<file path="config.mk">
export PLATFORM = sky130hd
export DESIGN_NAME = counter_bank_rr
export DESIGN_NICKNAME = d
export VERILOG_FILES = /design/src/rtl/counter_bank_rr.sv
export SDC_FILE = /design/constraint.sdc
export NUM_CORES = 1
export LEC_CHECK = 0
export CAP_MARGIN = 5
export CORE_AREA = 3 3 116 118
export CTS_BUF_LIST = sky130_fd_sc_hd__clkbuf_8
export DETAILED_ROUTE_END_ITERATION = 16
export DIE_AREA = 0 0 119 121
export PLACE_DENSITY = 0.49
export SLEW_MARGIN = 15
export SYNTH_ARGS = -nofsm -noshare
export SYNTH_HDL_FRONTEND = slang
export SYNTH_SLANG_ARGS = --single-unit
</file>
<file path="constraint.sdc">
create_clock -name clk -period 5.3 [get_ports clk]
set_clock_uncertainty 0.15 [all_clocks]
set_input_delay 1.325 -clock clk [delete_from_list [all_inputs] [get_ports clk]]
set_output_delay 1.325 -clock clk [all_outputs]
set_load 0.01 [all_outputs]
</file>
<file path="src/rtl/counter_bank_rr.sv">
// Single-clock bank of round-robin counters: one unmasked channel advances per enabled
// cycle, with sticky wrap flags and a registered running total of all channels.
module counter_bank_rr #(
    parameter  int NCH   = 4,
    parameter  int WIDTH = 8,
    parameter  int SUM_W = 16,
    localparam int SEL_W = $clog2(NCH)
) (
    input  logic                 clk,
    input  logic                 rst,
    input  logic                 en,
    input  logic                 clr,
    input  logic [NCH-1:0]       mask,
    input  logic                 wrap_clr,
    output logic [SEL_W-1:0]     sel,
    output logic [NCH*WIDTH-1:0] cnt_bus,
    output logic [NCH-1:0]       wrap,
    output logic [SUM_W-1:0]     sum,
    output logic                 sum_valid
);

    logic [WIDTH-1:0] cnt_q [NCH];
    logic [SEL_W-1:0] sel_q;
    logic [NCH-1:0]   wrap_q;
    logic [SUM_W-1:0] sum_q;
    logic             warm_q;
    logic             valid_q;

    logic [SEL_W-1:0] next_sel;
    logic [SEL_W-1:0] cand;
    logic             found;
    logic             adv;
    logic             step;
    logic [NCH-1:0]   wrap_set;
    logic [SUM_W-1:0] total;

    // The selected channel counts only if it is still unmasked; the selector
    // moves whenever any channel is unmasked, skipping a channel masked under it.
    assign adv  = en && mask[sel_q];
    assign step = en && (|mask);

    // First unmasked channel strictly after sel_q, wrapping; k == NCH lands on sel_q itself.
    always_comb begin
        next_sel = sel_q;
        cand     = sel_q;
        found    = 1'b0;
        for (int k = 1; k <= NCH; k++) begin
            cand = SEL_W'((int'(sel_q) + k) % NCH);
            if (!found && mask[cand]) begin
                next_sel = cand;
                found    = 1'b1;
            end
        end
    end

    always_comb begin
        wrap_set = '0;
        if (adv && (cnt_q[sel_q] == {WIDTH{1'b1}})) begin
            wrap_set[sel_q] = 1'b1;
        end
    end

    // Each channel is zero-extended (or truncated) to SUM_W so the total is taken mod 2^SUM_W.
    always_comb begin
        total = '0;
        for (int i = 0; i < NCH; i++) begin
            total = total + SUM_W'(cnt_q[i]);
        end
    end

    always_ff @(posedge clk or posedge rst) begin
        if (rst) begin
            for (int i = 0; i < NCH; i++) begin
                cnt_q[i] <= '0;
            end
        end else if (clr) begin
            for (int i = 0; i < NCH; i++) begin
                cnt_q[i] <= '0;
            end
        end else if (adv) begin
            cnt_q[sel_q] <= cnt_q[sel_q] + WIDTH'(1);
        end
    end

    always_ff @(posedge clk or posedge rst) begin
        if (rst) begin
            sel_q <= '0;
        end else if (clr) begin
            sel_q <= '0;
        end else if (step) begin
            sel_q <= next_sel;
        end
    end

    // A wrap on the same edge as wrap_clr survives: the set term is OR-ed after the clear.
    always_ff @(posedge clk or posedge rst) begin
        if (rst) begin
            wrap_q <= '0;
        end else if (clr) begin
            wrap_q <= '0;
        end else begin
            wrap_q <= (wrap_clr ? '0 : wrap_q) | wrap_set;
        end
    end

    // sum_valid rises on the second edge after rst/clr releases.
    always_ff @(posedge clk or posedge rst) begin
        if (rst) begin
            sum_q   <= '0;
            warm_q  <= 1'b0;
            valid_q <= 1'b0;
        end else if (clr) begin
            sum_q   <= '0;
            warm_q  <= 1'b0;
            valid_q <= 1'b0;
        end else begin
            sum_q   <= total;
            warm_q  <= 1'b1;
            valid_q <= warm_q;
        end
    end

    for (genvar g = 0; g < NCH; g++) begin : g_bus
        assign cnt_bus[g*WIDTH +: WIDTH] = cnt_q[g];
    end

    assign sel       = sel_q;
    assign wrap      = wrap_q;
    assign sum       = sum_q;
    assign sum_valid = valid_q;

endmodule
</file>
==> results.txt <==
The area enclosed by the die boundary is 14,400 um2. Yosys instantiated no cell more often than sky130_fd_sc_hd__inv_1. The final period demand of the worst path came out at 3480 ps. The synthesized design spends more area on one cell type than any other, namely sky130_fd_sc_hd__dfrtp_1. The count of buffers from port buffering came out at 57.

The total internal power came out at 0.645 mW. Wires add up to 8180 um. Across the VDD grid, the largest voltage drop is 0.133 mV. The highest net fanout along the worst path is 4. Among all flip-flop cells after synthesis, the most frequent one is sky130_fd_sc_hd__dfrtp_1. The run finished with clean final reports.

The endpoint arrival time on the critical path came out at 3540 ps. The Yosys step of the flow raised 0 warnings. The pin count of the biggest net entering global routing came out at 28. The power density over the cells is 248 nW/um2. The instance count on the critical path came out at 12. STA classifies the critical path endpoint as a flop.

The total count of max-transition violations in the final report is 0. The static leakage is 1.61 nW. Counting the buffers created by CTS gives 5. The area share of the largest cell type after synthesis is 40.0%. The floorplan has 41 rows. The via total after detailed routing is 2,269. The number of cells traversed by the worst register-to-register path is 12. The share of total power in the clock network came out at 23.9%. The synthesis-stage register bit count came out at 50.

The proportion of synthesized chip area in sequential cells is 40.0%. The clock latency reported for the late side of the worst-skew pair is 310 ps. The worst setup path is of the reg2reg kind.

The worst relative slew slack came out at 34.9%. For this run, asynchronously set or reset flops after synthesis account for 100%. The worst hold path belongs to the class reg2reg. Setup repair after global routing left no endpoint under its margin. The max-cap check violation count is 0. For the worst setup path, the data required time is 5360 ps. The post-synthesis to final-layout area growth is 26.6%.

The total DRC errors in the routed layout came out at 0. The worst setup slack after layout came out at 1820 ps. The ratio of final minimum period to clock period came out at 65.7%. The count of mapped cells out of synthesis is 275. The floorplan step set the die width to 119 um. The peak per-stage delay on the critical path is 560 ps.

Summing internal, switching and leakage power gives 0.981 mW. The clock edge transition at the registers on the reported setup and hold paths came out at 100 ps. The detail route stage leaves a number of antenna-violating nets equal to 0. The worst setup path is launched from a flop.

The cts-stage hold buffer count is 0. The switching share of power is 34.2%. The tree is rooted in a sky130_fd_sc_hd__clkbuf_8. The number of levels the H-tree was split into is 2. The detailed placement HPWL came out at 6090 um.

The cell family contributing the most delay on the critical path is adder cells. The number of buffers and inverters on the critical path is 3. The number of buffers inserted to repair setup after CTS is 0.

Summed over all layers, the global routing overflow is 0. The congestion estimate from routability-driven global placement came to 0.766. The upper clock frequency limit came out at 287 MHz. Combinational logic is responsible for 29.4% of the overall power. The detailed-route wire length per cell came out at 16.1 um. For this run, the detailed router's first-pass iteration total came to 4.

The number of global-route vias before repair came out at 2,315. The placeable core area came out at 12,600 um2. The vertical die dimension is 121 um. The post-synthesis area per instance is 11.4 um2.

The worst hold margin came out at 319 ps. The total global-route track usage came out at 11.8%. Cells with a size suffix above 1 make up 8.93% of the layout. The number of DRC markers after the initial detailed-route iteration came out at 134.

The hold violation total from the final report is 0. The first global-routing pass estimated 13,100 um of wire. The total negative slack is 0 ps.

The share of total power dissipated in sequential elements is 46.7%. The post-cts gate resize count is 0. Sorting the synthesized cells by how often they occur yields sky130_fd_sc_hd__inv_1 (53), sky130_fd_sc_hd__dfrtp_1 (50), sky130_fd_sc_hd__o2bb2ai_1 (31). The slew at the pin closest to its max-slew limit is 977 ps. The antenna diode count came out at 0. The count of endpoints failing setup in the final report came out at 0. The cell area after synthesis came out at 3120 um2. Before CTS, the worst setup slack after placement is 1820 ps.

The number of synthesized flops with an enable pin is 0. The clock sink count came out at 50. The hold-critical path depth came out at 1. The maximum count of clock buffers along a single path came out at 2. Traced cell by cell, the critical path runs through inv_1, fa_1, fa_1, inv_1, ha_1, inv_1, fa_1, nor2b_1, o21ai_0, a21boi_0, o21ai_0, a221oi_1.

TritonCTS built the clock tree. The switching component of the power is 0.336 mW. The final layout net count is 374. After detailed routing, the number of vias per cell comes to 4.47. In the post-synthesis netlist, the biggest area contributors are sky130_fd_sc_hd__dfrtp_1 (40%), sky130_fd_sc_hd__fa_1 (10%), sky130_fd_sc_hd__o2bb2ai_1 (8.7%). The number of antenna violations at the first check in global routing was 0.

The number of distinct library cells after synthesis came out at 41. The count of boundary I/O pins is 64. On the critical path, the stage with the largest delay is an instance of sky130_fd_sc_hd__fa_1. The starting density of the core is 24.9%.
==> layer usage <==
layer  up-vias  routed length [um]  track usage (%)
met5         -                   0                0
met4         0                  65             2.39
met3         6                 419             2.80
met2        55                3950             18.9
met1      1152                3750             16.3
li1       1056                   -                -
==> cell type report <==
type,count,area [um2]
fill,1299,8610
timing repair buffer,59,586
clock inverter,2,8.76
inverter,53,199
clock buffer,6,82.6
sequential,50,1250
tap,172,215
multi-input combinational,166,1610
==> registers in the layout, indices dropped and copies added (netlist names) <==
name       count
cnt_bus       32
sum_valid      1
wrap           4
sum           10
sel            2
warm_q         1
==> cell usage in the layout, fill, tap and decap left out, drive strengths merged, types with 10 or more instances in the layout <==
master         count
ha                14
nor2b             11
fa                16
o2bb2ai           31
nand2             10
nor2              14
clkdlybuf4s50     57
mux4              11
dfrtp             50
inv               54
==> power groups by stage <==
stage                     clock (mW)  combinational (mW)  sequential (mW)
after floorplan                    0               0.240            0.431
after global placement             0               0.289            0.468
after detailed placement           0               0.291            0.470
after CTS                      0.245               0.293            0.463
after global routing           0.260               0.320            0.467
final                          0.235               0.288            0.459
==> through the flow <==
stage          utilization [%]  cell area (um2)  cells
2_1_floorplan                -             3140    280
3_3_place_gp              30.7             3860    500
3_5_place_dp              30.7             3860    500
4_1_cts                   31.5             3960    508
5_1_grt                   31.5             3960    508
6_report                  31.5             3960    508
==> worst paths after layout <==
| kind | startpoint | to | slack (ps) |
|---|---|---|---|
| max | cnt_bus[1] | sum[7] | 1820 |
| min | warm_q | sum_valid | 320 |
| max reg2reg | cnt_bus[1] | sum[7] | 1820 |
| min reg2reg | warm_q | sum_valid | 320 |
| max in group asynchronous | rst | cnt_bus[13] | 3000 |
| min in group asynchronous | rst | sum[5] | 1230 |
==> cell families (layout without fill, tap and decap cells) <==
| group | Yosys count | count (layout) | share of synthesized area, % |
|---|---|---|---|
| flip-flops | 50 | 50 | 40.0 |
| AO/OA/AOI/OAI | 58 | 58 | 15.2 |
| other | 1 | 6 | 0.120 |
| multiplexers | 15 | 15 | 9.33 |
| adder cells (fa/ha/maj) | 30 | 30 | 15.9 |
| XOR/XNOR | 9 | 9 | 2.52 |
| buffers and inverters | 64 | 120 | 8.93 |
| AND/OR/NAND/NOR | 48 | 48 | 8.01 |
(Power assumes the default switching activity.)
